## config.mk

```make
export PLATFORM = sky130hd
export DESIGN_NAME = simd_prod_accumulator_flat
export DESIGN_NICKNAME = d
export VERILOG_FILES = /design/src/rtl/simd_acc_pkg.sv /design/src/rtl/simd_prod_accumulator_if.sv /design/src/rtl/simd_acc_lane.sv /design/src/rtl/simd_prod_accumulator.sv /design/src/flat_wrapper.sv
export SDC_FILE = /design/constraint.sdc
export NUM_CORES = 1
export LEC_CHECK = 0
export BUFFER_PORTS_ARGS = -buffer_cell sky130_fd_sc_hd__buf_2
export CORE_ASPECT_RATIO = 1.4
export CORE_MARGIN = 2
export CORE_UTILIZATION = 35
export CTS_CLUSTER_DIAMETER = 100
export CTS_CLUSTER_SIZE = 14
export DETAILED_ROUTE_END_ITERATION = 10
export REMOVE_ABC_BUFFERS = 1
export SLEW_MARGIN = 5
export SYNTH_ARGS = -nofsm -noshare
export SYNTH_HDL_FRONTEND = slang
export SYNTH_SLANG_ARGS = --single-unit
```

## constraint.sdc

```tcl
create_clock -name clk -period 2.9 [get_ports clk]
set_clock_uncertainty 0.15 [all_clocks]
set_input_delay 0.145 -clock clk [delete_from_list [all_inputs] [get_ports clk]]
set_output_delay 0.145 -clock clk [all_outputs]
set_load 0.02 [all_outputs]
```

## src/rtl/simd_acc_pkg.sv

```systemverilog
// Shared types and default widths for the SIMD product accumulator.
//   state_t      : frame FSM states
//   *_W_D        : default lane/accumulator/counter widths
//   NUM_LANES    : number of product lanes fed by the SIMD multiplier
package simd_acc_pkg;
  localparam int PROD_W_D  = 19;
  localparam int ACC_W_D   = 24;
  localparam int CNT_W_D   = 8;
  localparam int NUM_LANES = 2;

  typedef enum logic [1:0] {IDLE, ACCUM, DONE} state_t;
endpackage

```

## src/rtl/simd_prod_accumulator_if.sv

```systemverilog
// Bus bundle for simd_prod_accumulator.
//   start/frame_len        : frame control
//   in_valid/in_ready/z0/z1: product-pair input handshake
//   out_valid/out_ready    : result handshake; acc0/acc1/ovf0/ovf1 result payload
// master = producer/consumer side (testbench, fabric); slave = accumulator.
interface simd_prod_accumulator_if
  import simd_acc_pkg::*;
#(
  parameter int PROD_W = PROD_W_D,
  parameter int ACC_W  = ACC_W_D,
  parameter int CNT_W  = CNT_W_D
);
  logic              start;
  logic [CNT_W-1:0]  frame_len;
  logic              in_valid;
  logic              in_ready;
  logic [PROD_W-1:0] z0;
  logic [PROD_W-1:0] z1;
  logic              out_valid;
  logic              out_ready;
  logic [ACC_W-1:0]  acc0;
  logic [ACC_W-1:0]  acc1;
  logic              ovf0;
  logic              ovf1;

  modport master (
    output start, frame_len, in_valid, z0, z1, out_ready,
    input  in_ready, out_valid, acc0, acc1, ovf0, ovf1
  );

  modport slave (
    input  start, frame_len, in_valid, z0, z1, out_ready,
    output in_ready, out_valid, acc0, acc1, ovf0, ovf1
  );
endinterface

```

## src/rtl/simd_acc_lane.sv

```systemverilog
// One accumulator lane: acc <= acc + zext(prod) when en, cleared by clear.
//   clk, reset : clock, async active-high reset
//   clear      : zero acc/ovf (frame start); has priority over en
//   en         : add prod this cycle
//   prod       : unsigned product lane
//   acc, ovf   : running sum and sticky carry-out flag
module simd_acc_lane #(
  parameter int PROD_W   = 19,
  parameter int ACC_W    = 24,
  parameter bit SATURATE = 1'b1
) (
  input  logic              clk,
  input  logic              reset,
  input  logic              clear,
  input  logic              en,
  input  logic [PROD_W-1:0] prod,
  output logic [ACC_W-1:0]  acc,
  output logic              ovf
);
  // One extra bit so the carry-out is visible directly.
  logic [ACC_W:0] sum;
  assign sum = {1'b0, acc} + {{(ACC_W+1-PROD_W){1'b0}}, prod};

  always_ff @(posedge clk or posedge reset) begin
    if (reset) begin
      acc <= '0;
      ovf <= 1'b0;
    end else if (clear) begin
      acc <= '0;
      ovf <= 1'b0;
    end else if (en) begin
      if (sum[ACC_W]) begin
        ovf <= 1'b1;
        // Once clamped at all-ones any further nonzero add carries again,
        // so the lane stays pinned without extra state.
        acc <= SATURATE ? {ACC_W{1'b1}} : sum[ACC_W-1:0];
      end else begin
        acc <= sum[ACC_W-1:0];
      end
    end
  end
endmodule

```

## src/rtl/simd_prod_accumulator.sv

```systemverilog
// Accumulates the two SIMD product lanes over a frame of frame_len beats and
// presents per-lane sums plus sticky overflow flags on a valid/ready port.
//   clk, reset : clock, async active-high reset (drops a partial frame)
//   bus        : simd_prod_accumulator_if.slave (control, input and result handshakes)
module simd_prod_accumulator
  import simd_acc_pkg::*;
#(
  parameter int PROD_W   = PROD_W_D,
  parameter int ACC_W    = ACC_W_D,
  parameter int CNT_W    = CNT_W_D,
  parameter bit SATURATE = 1'b1
) (
  input  logic clk,
  input  logic reset,
  simd_prod_accumulator_if.slave bus
);
  state_t           state, state_nx;
  // One bit wider than frame_len so frame_len==0 can load 2^CNT_W.
  logic [CNT_W:0]   remaining;
  logic             load;
  logic             accept;
  logic             in_ready_c;
  logic             out_valid_c;

  logic [NUM_LANES-1:0][PROD_W-1:0] prod;
  logic [NUM_LANES-1:0][ACC_W-1:0]  acc;
  logic [NUM_LANES-1:0]             ovf;

  always_ff @(posedge clk or posedge reset) begin
    if (reset) state <= IDLE;
    else       state <= state_nx;
  end

  always_comb begin
    state_nx    = state;
    in_ready_c  = 1'b0;
    out_valid_c = 1'b0;
    load        = 1'b0;
    case (state)
      IDLE: begin
        if (bus.start) begin
          load     = 1'b1;
          state_nx = ACCUM;
        end
      end
      ACCUM: begin
        in_ready_c = 1'b1;
        if (bus.in_valid && remaining == (CNT_W+1)'(1)) state_nx = DONE;
      end
      DONE: begin
        out_valid_c = 1'b1;
        // start alone is ignored here; only a handed-off result frees the block.
        if (bus.out_ready) begin
          if (bus.start) begin
            load     = 1'b1;
            state_nx = ACCUM;
          end else begin
            state_nx = IDLE;
          end
        end
      end
      default: state_nx = IDLE;
    endcase
  end

  assign accept = in_ready_c & bus.in_valid;

  always_ff @(posedge clk or posedge reset) begin
    if (reset) begin
      remaining <= '0;
    end else if (load) begin
      remaining <= (bus.frame_len == '0) ? {1'b1, {CNT_W{1'b0}}}
                                         : {1'b0, bus.frame_len};
    end else if (accept) begin
      remaining <= remaining - (CNT_W+1)'(1);
    end
  end

  assign prod = {bus.z1, bus.z0};

  for (genvar g = 0; g < NUM_LANES; g++) begin : g_lane
    simd_acc_lane #(
      .PROD_W   (PROD_W),
      .ACC_W    (ACC_W),
      .SATURATE (SATURATE)
    ) u_lane (
      .clk   (clk),
      .reset (reset),
      .clear (load),
      .en    (accept),
      .prod  (prod[g]),
      .acc   (acc[g]),
      .ovf   (ovf[g])
    );
  end

  assign bus.in_ready  = in_ready_c;
  assign bus.out_valid = out_valid_c;
  assign bus.acc0      = acc[0];
  assign bus.acc1      = acc[1];
  assign bus.ovf0      = ovf[0];
  assign bus.ovf1      = ovf[1];
endmodule

```

## src/flat_wrapper.sv

```systemverilog
// flat-port wrapper written by rule: the top's interface ports become plain ports
module simd_prod_accumulator_flat import simd_acc_pkg::*;
#(
  parameter int PROD_W   = PROD_W_D,
  parameter int ACC_W    = ACC_W_D,
  parameter int CNT_W    = CNT_W_D,
  parameter bit SATURATE = 1'b1
)
  (clk, reset, bus_start, bus_frame_len, bus_in_valid, bus_z0, bus_z1, bus_out_ready, bus_in_ready, bus_out_valid, bus_acc0, bus_acc1, bus_ovf0, bus_ovf1);
  simd_prod_accumulator_if #(.PROD_W(PROD_W), .ACC_W(ACC_W), .CNT_W(CNT_W)) bus_i ();
  input  logic clk;
  input  logic reset;
  input wire logic [$bits(bus_i.start)-1:0] bus_start;
  input wire logic [$bits(bus_i.frame_len)-1:0] bus_frame_len;
  input wire logic [$bits(bus_i.in_valid)-1:0] bus_in_valid;
  input wire logic [$bits(bus_i.z0)-1:0] bus_z0;
  input wire logic [$bits(bus_i.z1)-1:0] bus_z1;
  input wire logic [$bits(bus_i.out_ready)-1:0] bus_out_ready;
  output wire logic [$bits(bus_i.in_ready)-1:0] bus_in_ready;
  output wire logic [$bits(bus_i.out_valid)-1:0] bus_out_valid;
  output wire logic [$bits(bus_i.acc0)-1:0] bus_acc0;
  output wire logic [$bits(bus_i.acc1)-1:0] bus_acc1;
  output wire logic [$bits(bus_i.ovf0)-1:0] bus_ovf0;
  output wire logic [$bits(bus_i.ovf1)-1:0] bus_ovf1;
  assign bus_i.start = bus_start;
  assign bus_i.frame_len = bus_frame_len;
  assign bus_i.in_valid = bus_in_valid;
  assign bus_i.z0 = bus_z0;
  assign bus_i.z1 = bus_z1;
  assign bus_i.out_ready = bus_out_ready;
  assign bus_in_ready = bus_i.in_ready;
  assign bus_out_valid = bus_i.out_valid;
  assign bus_acc0 = bus_i.acc0;
  assign bus_acc1 = bus_i.acc1;
  assign bus_ovf0 = bus_i.ovf0;
  assign bus_ovf1 = bus_i.ovf1;
  simd_prod_accumulator #(.PROD_W(PROD_W), .ACC_W(ACC_W), .CNT_W(CNT_W), .SATURATE(SATURATE)) u_core (.clk(clk), .reset(reset), .bus(bus_i));
endmodule
```

; ---- Word level (Yosys, flattened, before mapping)
; Cells that the tools add are included.
[classes]
n_bitwise = 1
eq_ne = 6
multipliers = 0
add_sub_neg = 3
muxes = 25
reduce_logical = 9
order_cmp = 0
shifts = 0
div_mod_pow = 0
[op_table]
columns = op, count
row1 = $mux 24, 6
row2 = $add 24x19->25, 2
row3 = $mux 9, 3
row4 = $mux 1, 11
row5 = $eq 9x1->1 const B, 1
row6 = $sub 9x1->9 const B, 1
row7 = $logic_not 8->1, 1
row8 = $mux 2, 3
row9 = $pmux 2 s3, 1
row10 = $reduce_bool 2->1, 3
row11 = $ne 2x2->1 const B, 2
row12 = $reduce_and 2->1, 2
row13 = $reduce_and 3->1, 1
row14 = $eq 2x1->1 const B, 1
row15 = $eq 2x2->1 const B, 1
row16 = $logic_not 2->1, 1
row17 = $ne 2x1->1 const B, 1
row18 = $pmux 1 s2, 1
row19 = $and 1x1->1, 1
row20 = $logic_and 1x1->1, 1
[word_totals]
latch_bits = 0
regBits = 61
word_cells = 50
romBits = 0
mem_count = 0
input_bits = 51
ramBits = 0
output_inout_bits = 52

; ---- Depth between registers and ports, before layout
[depth]
ltp_word = 5
ltp_mapped = 11
ltp_nobuf = 10

; ---- By module
; Synthesis repeated with hierarchy kept, for this count alone.
[unflattened]
cells_unflattened = 587
hier_area_um2 = 4982.3
[by_module_without_submodules]
columns = mod, area_each_um2, cells_per_inst, n_inst
row1 = simd_acc_lane, 2143.3, 255, 2
row2 = simd_prod_accumulator, 695.7, 77, 1

; ---- Worst setup path before layout
; Ideal clock, no wire load.
[synth_path]
path_kind = flip-flop to flip-flop
startpoint = reg u_core.g_lane[1].u_lane.acc[0]
endpoint = reg u_core.g_lane[1].u_lane.acc[18]
t_required_ns = 2.626
arrival_ns = 2.825
slack_ns = -0.199
path_stages_with_launch = 11
synth_period_minus_slack_ns = 3.099
path_cell_list = dfrtp_1 ha_1 fa_1 a211oi_1 o311ai_2 a211oi_2 o21ai_2 o311ai_4 a211oi_4 buf_6 a211o_1
[synth_via]
elab_chain_cells = 4
[synth_lines]
columns = element, line_no
row1 = "start, declared", simd_acc_lane.sv:17  ; output logic [ACC_W-1:0] acc,
row2 = "start signal, assigned", simd_acc_lane.sv:36  ; acc <= SATURATE ? {ACC_W{1'b1}} : sum[ACC_W-1:0];
row3 = "start signal, assigned", simd_acc_lane.sv:38  ; acc <= sum[ACC_W-1:0];
row4 = $add 24x19->25, simd_acc_lane.sv:22  ; assign sum = {1'b0, acc} + {{(ACC_W+1-PROD_W){1'b0}}, prod};
row5 = $mux 24, simd_acc_lane.sv:32  ; if (sum[ACC_W]) begin
row6 = $mux 24, simd_acc_lane.sv:31  ; end else if (en) begin
row7 = $mux 24, simd_acc_lane.sv:28  ; end else if (clear) begin
; No other way between the ends. The select of a mux whose other input is x is not followed.
; A chain may end at the register's enable or synchronous reset.

; ---- Worst setup path after layout
[layout_path]
startpoint = reg u_core.g_lane[1].u_lane.acc[0]
endpoint = reg u_core.g_lane[1].u_lane.acc[23]
; Same word-level chain as after synthesis.

==> results.md <==
| Item | Reported |
|:---|:---|
| Switching component of the power | 3.16 mW |
| CTS tree | built |
| Total Wirelength | 12900 um |
| Routed wire per std cell | 16.5 um |
| Most used flip-flop cell after synthesis | sky130_fd_sc_hd__dfrtp_1 |
| Post-route ant nets | 0 |
| Post-layout instance area | 5970 um2 |
| Worst slew margin relative to its limit | 0.236 |
| Grt total ovfl | 0 |
| Floorplan die width | 99.2 um |
| RSZ-0062 raised after global routing | true |
| Sw Share | 0.442 |
| Clock transition at the registers of the reported paths | 0.05 ns |
| Maximum cell stage delay along the critical path | 0.41 ns |
| Upper clock frequency limit | 0.356 GHz |
| Source of the worst register-to-register timing path | u_core.g_lane[1].u_lane.acc[0] |
| Combined area of all synthesized cells | 4440 um2 |
| Worst path cell trace | ha_4 > buf_6 > a211o_1 > a211oi_2 > o211ai_2 > a311oi_4 > o21ai_2 > a211oi_4 > mux2i_1 > a22o_1 |
| Pre-CTS setup slack | -0.204 ns |
| Post-synth top area share | 0.344 |
| Via density | 5.61 |
| Number of clock sinks | 61 |
| EDFF count, synth | 0 |
| Top cells by area in the synthesized netlist | sky130_fd_sc_hd__dfrtp_1 34%, sky130_fd_sc_hd__ha_1 11%, sky130_fd_sc_hd__a221o_1 6.1% |
| Type of origin of the critical path | flop |
| Estimated wirelength of the detail-placed design | 9130 um |
| Critical path data required time | 2.96 ns |
| Launch instance of the worst min-delay path | bus_z0[0] |
| Number of H-tree levels | 3 |
| Cell area after placement | 5320 um2 |
| Total DRC errors in the routed layout | 0 |
| Cells after Synth | 472 |
| Final setup fails | 0 |
| Destination of the worst register-to-register timing path | u_core.g_lane[1].u_lane.acc[23] |
| Area delta synth->final | 34.4% |
| Total instance count after detailed placement | 740 |
| Commonest cells after routing, fill and taps aside | 102 x sky130_fd_sc_hd__buf_2, 61 x sky130_fd_sc_hd__dfrtp_1, 47 x sky130_fd_sc_hd__a21oi_1 |
| Hold Path Stages | 3 |
| Placeable Area | 12400 um2 |
| Total power density per cell area | 1200 nW/um2 |
| Met3 Usage GRT | 0.0360 |
| Worst reg2reg path depth | 10 |
| Peak ir drop on the vdd network | 0.000566 V |
| Type of the worst min-delay path | input port to flop |
| Cell Rows | 48 |
| Most common cell after layout, fill and taps aside | sky130_fd_sc_hd__buf_2 |
| CTS Root Cell | sky130_fd_sc_hd__clkbuf_16 |
| Clock Tree Buf Depth | 2 |
| Global-route track usage on met1 | 0.221 |
| Worst Setup Slack, final | 0.0884 ns |
| Crit path time final | 2.81 ns |
| First drt pass iteration count | 5 |
| Global-route wire length before repair | 20700 um |
| Final cycle utilization of the critical path | 0.970 |
| Number of antenna violations at the first check in global routing | 0 |
| Met2 Use GR | 0.340 |
| Via count of the routed design | 4398 |
| Placer Congestion | 0.889 |
| FILL cells | 1185 |
| Synth area leader | sky130_fd_sc_hd__dfrtp_1 |
| Total of buffers placed on input and output ports | 102 |
| Number of pins with negative max-slew slack in the final report | 0 |
| Actual slew at the worst max-slew pin | 1.14 ns |
| Share of final-layout standard cells stronger than drive strength 1 | 0.312 |
| Die height | 137 um |
| Number of antenna cells inserted | 0 |
| Clock Latency Late Sink | 0.32 ns |
| Run status | finished clean |
| Core utilization of the finished layout | 0.482 |
| Count of different cell masters after synthesis | 60 |
| Final Hold Viols | 0 |
| Tot GR Track Use | 0.189 |
| Starting Density | 0.359 |
| Synth warnings | 0 |
| DIE AREA | 13600 um2 |
| Worst Hold Path EP | u_core.g_lane[0].u_lane.acc[0] |
| Clock Power Share | 0.149 |
| Vias in the first global route | 4293 |
| Number of flip-flops and latches in the synthesized netlist | 61 |
| Critical-path top delay cell | sky130_fd_sc_hd__dfrtp_1 |
| DRC marker count from the first detailed-route iteration | 142 |
| Worst setup path class | flop to flop |
| Logic pwr share | 0.627 |
| Leakage Power | 2.84 nW |
| Worst endpoint data arrival time | 2.87 ns |
| Endpoint kind of the worst setup timing path | flop |
| Share of total power in sequential cells | 0.224 |
| Avg Inst Size Synth | 9.41 um2 |
| R2r setup slk | 0.09 ns |
| Gr busiest metal | met2 |
| Maximum Capacitance Violations | 0 |
| Int Power | 3.99 mW |
| Count of nets after finishing | 722 |
| Sequential element share of the synthesized area | 0.344 |
| Worst Path Max Fanout | 6 |
| Final cell count without fillers | 784 |
| Count of boundary I/O pins | 103 |
| Setup TNS | 0 ns |
| Maximum number of pins on one net before global-route repair | 44 |
| Share of synthesized flip-flops with an asynchronous set or reset | 1.00 |
| Number of clock buffers inserted by TritonCTS | 9 |
-- per-stage QoR --
stage          hold slack (ns)  power [mW]
6_report                0.0498        7.15
5_1_grt                 0.0479        7.71
4_1_cts                 0.0220        6.99
3_5_place_dp           -0.0967        5.77
3_3_place_gp           -0.0946        5.69
2_1_floorplan            0.111        4.48
-- cell usage after synthesis (all sizes together) (4+ instances only) --
| master | number |
|---|---|
| dfrtp | 61 |
| a21oi | 47 |
| o21ai | 41 |
| ha | 40 |
| nand2 | 35 |
| a221o | 27 |
| nor2 | 24 |
| nand3 | 16 |
| xnor2 | 16 |
| xor2 | 15 |
| clkbuf | 14 |
| a211oi | 11 |
| a21o | 11 |
| inv | 11 |
| and3 | 9 |
| nor3 | 8 |
| nor2b | 6 |
| o211ai | 6 |
| nand2b | 5 |
| o21a | 5 |
| and2 | 4 |
| nor4 | 4 |
| o21bai | 4 |
-- worst max-delay path by stage --
stage                     cells past startpoint                           start  slack, ns                               to
final                                        10  u_core.g_lane[1].u_lane.acc[0]       0.09  u_core.g_lane[1].u_lane.acc[23]
after global routing                         10  u_core.g_lane[1].u_lane.acc[0]      -0.06  u_core.g_lane[1].u_lane.acc[23]
after CTS                                    10  u_core.g_lane[1].u_lane.acc[1]     -0.004  u_core.g_lane[1].u_lane.acc[23]
after floorplan                               7                 u_core.state[1]      -0.53  u_core.g_lane[0].u_lane.acc[19]
after global placement                       10  u_core.g_lane[1].u_lane.acc[0]      -0.21  u_core.g_lane[1].u_lane.acc[21]
after detailed placement                     10  u_core.g_lane[1].u_lane.acc[0]      -0.20  u_core.g_lane[1].u_lane.acc[21]
-- worst max-delay path: cells and delay by family (launching register included) --
family,cells,cell delay (ns)
muxes,1,0.12
AOI/OAI and AO/OA,7,1.72
buffers and inverters,1,0.11
DFF,1,0.41
adders and majority gates,1,0.18
-- cell type report --
type / count / area (um2) / share of cell area
Inverter: 11 / 41.3 / 0.00692
Clock inverter: 4 / 47.5 / 0.00797
Sequential cell: 61 / 1530 / 0.256
Multi-Input combinational cell: 383 / 2900 / 0.486
Tap cell: 150 / 188 / 0.0314
Timing Repair Buffer: 163 / 1020 / 0.171
Clock buffer: 12 / 246 / 0.0413
-- registers in the layout, indices dropped and copies added, names as in the netlist --
name	count
u_core.g_lane.u_lane.acc	48
u_core.g_lane.u_lane.ovf	2
u_core.remaining	9
u_core.state	2
-- routing by layer --
layer | share of wire | up-vias
li1 | - | 2119
met1 | 0.42 | 2138
met4 | 0.020 | 0
met3 | 0.039 | 18
met2 | 0.52 | 123
met5 | 0 | -
-- power by group through the flow --
stage | logic (mW) | clock network (mW) | registers (mW)
CTS | 4.30 | 1.10 | 1.60
detailed placement | 4.17 | 0 | 1.60
global placement | 4.10 | 0 | 1.59
finish | 4.48 | 1.07 | 1.60
floorplan | 2.55 | 0 | 1.93
global route | 4.92 | 1.14 | 1.66
-- cells by family (layout without fill, tap and decap cells) --
| logic type | Yosys count | in the layout | synth area share |
|---|---|---|---|
| XOR/XNOR | 31 | 31 | 0.0612 |
| buffers and inverters | 28 | 190 | 0.0259 |
| adder cells (fa/ha/maj) | 42 | 42 | 0.122 |
| AO/OA/AOI/OAI | 180 | 180 | 0.297 |
| flip-flops | 61 | 61 | 0.344 |
| AND/OR/NAND/NOR | 128 | 128 | 0.146 |
| multiplexers | 2 | 2 | 0.00451 |
-- what timing repair did --
item / CTS / global route
gates resized for setup: 8 / 17
endpoints found under the setup margin: 39 / 48
buffers inserted: 9 / 9
pin swaps: 14 / 20
hold buffers: 10 / 0
endpoints found under the hold margin: 71 / 0
(Power assumes the default switching activity.)
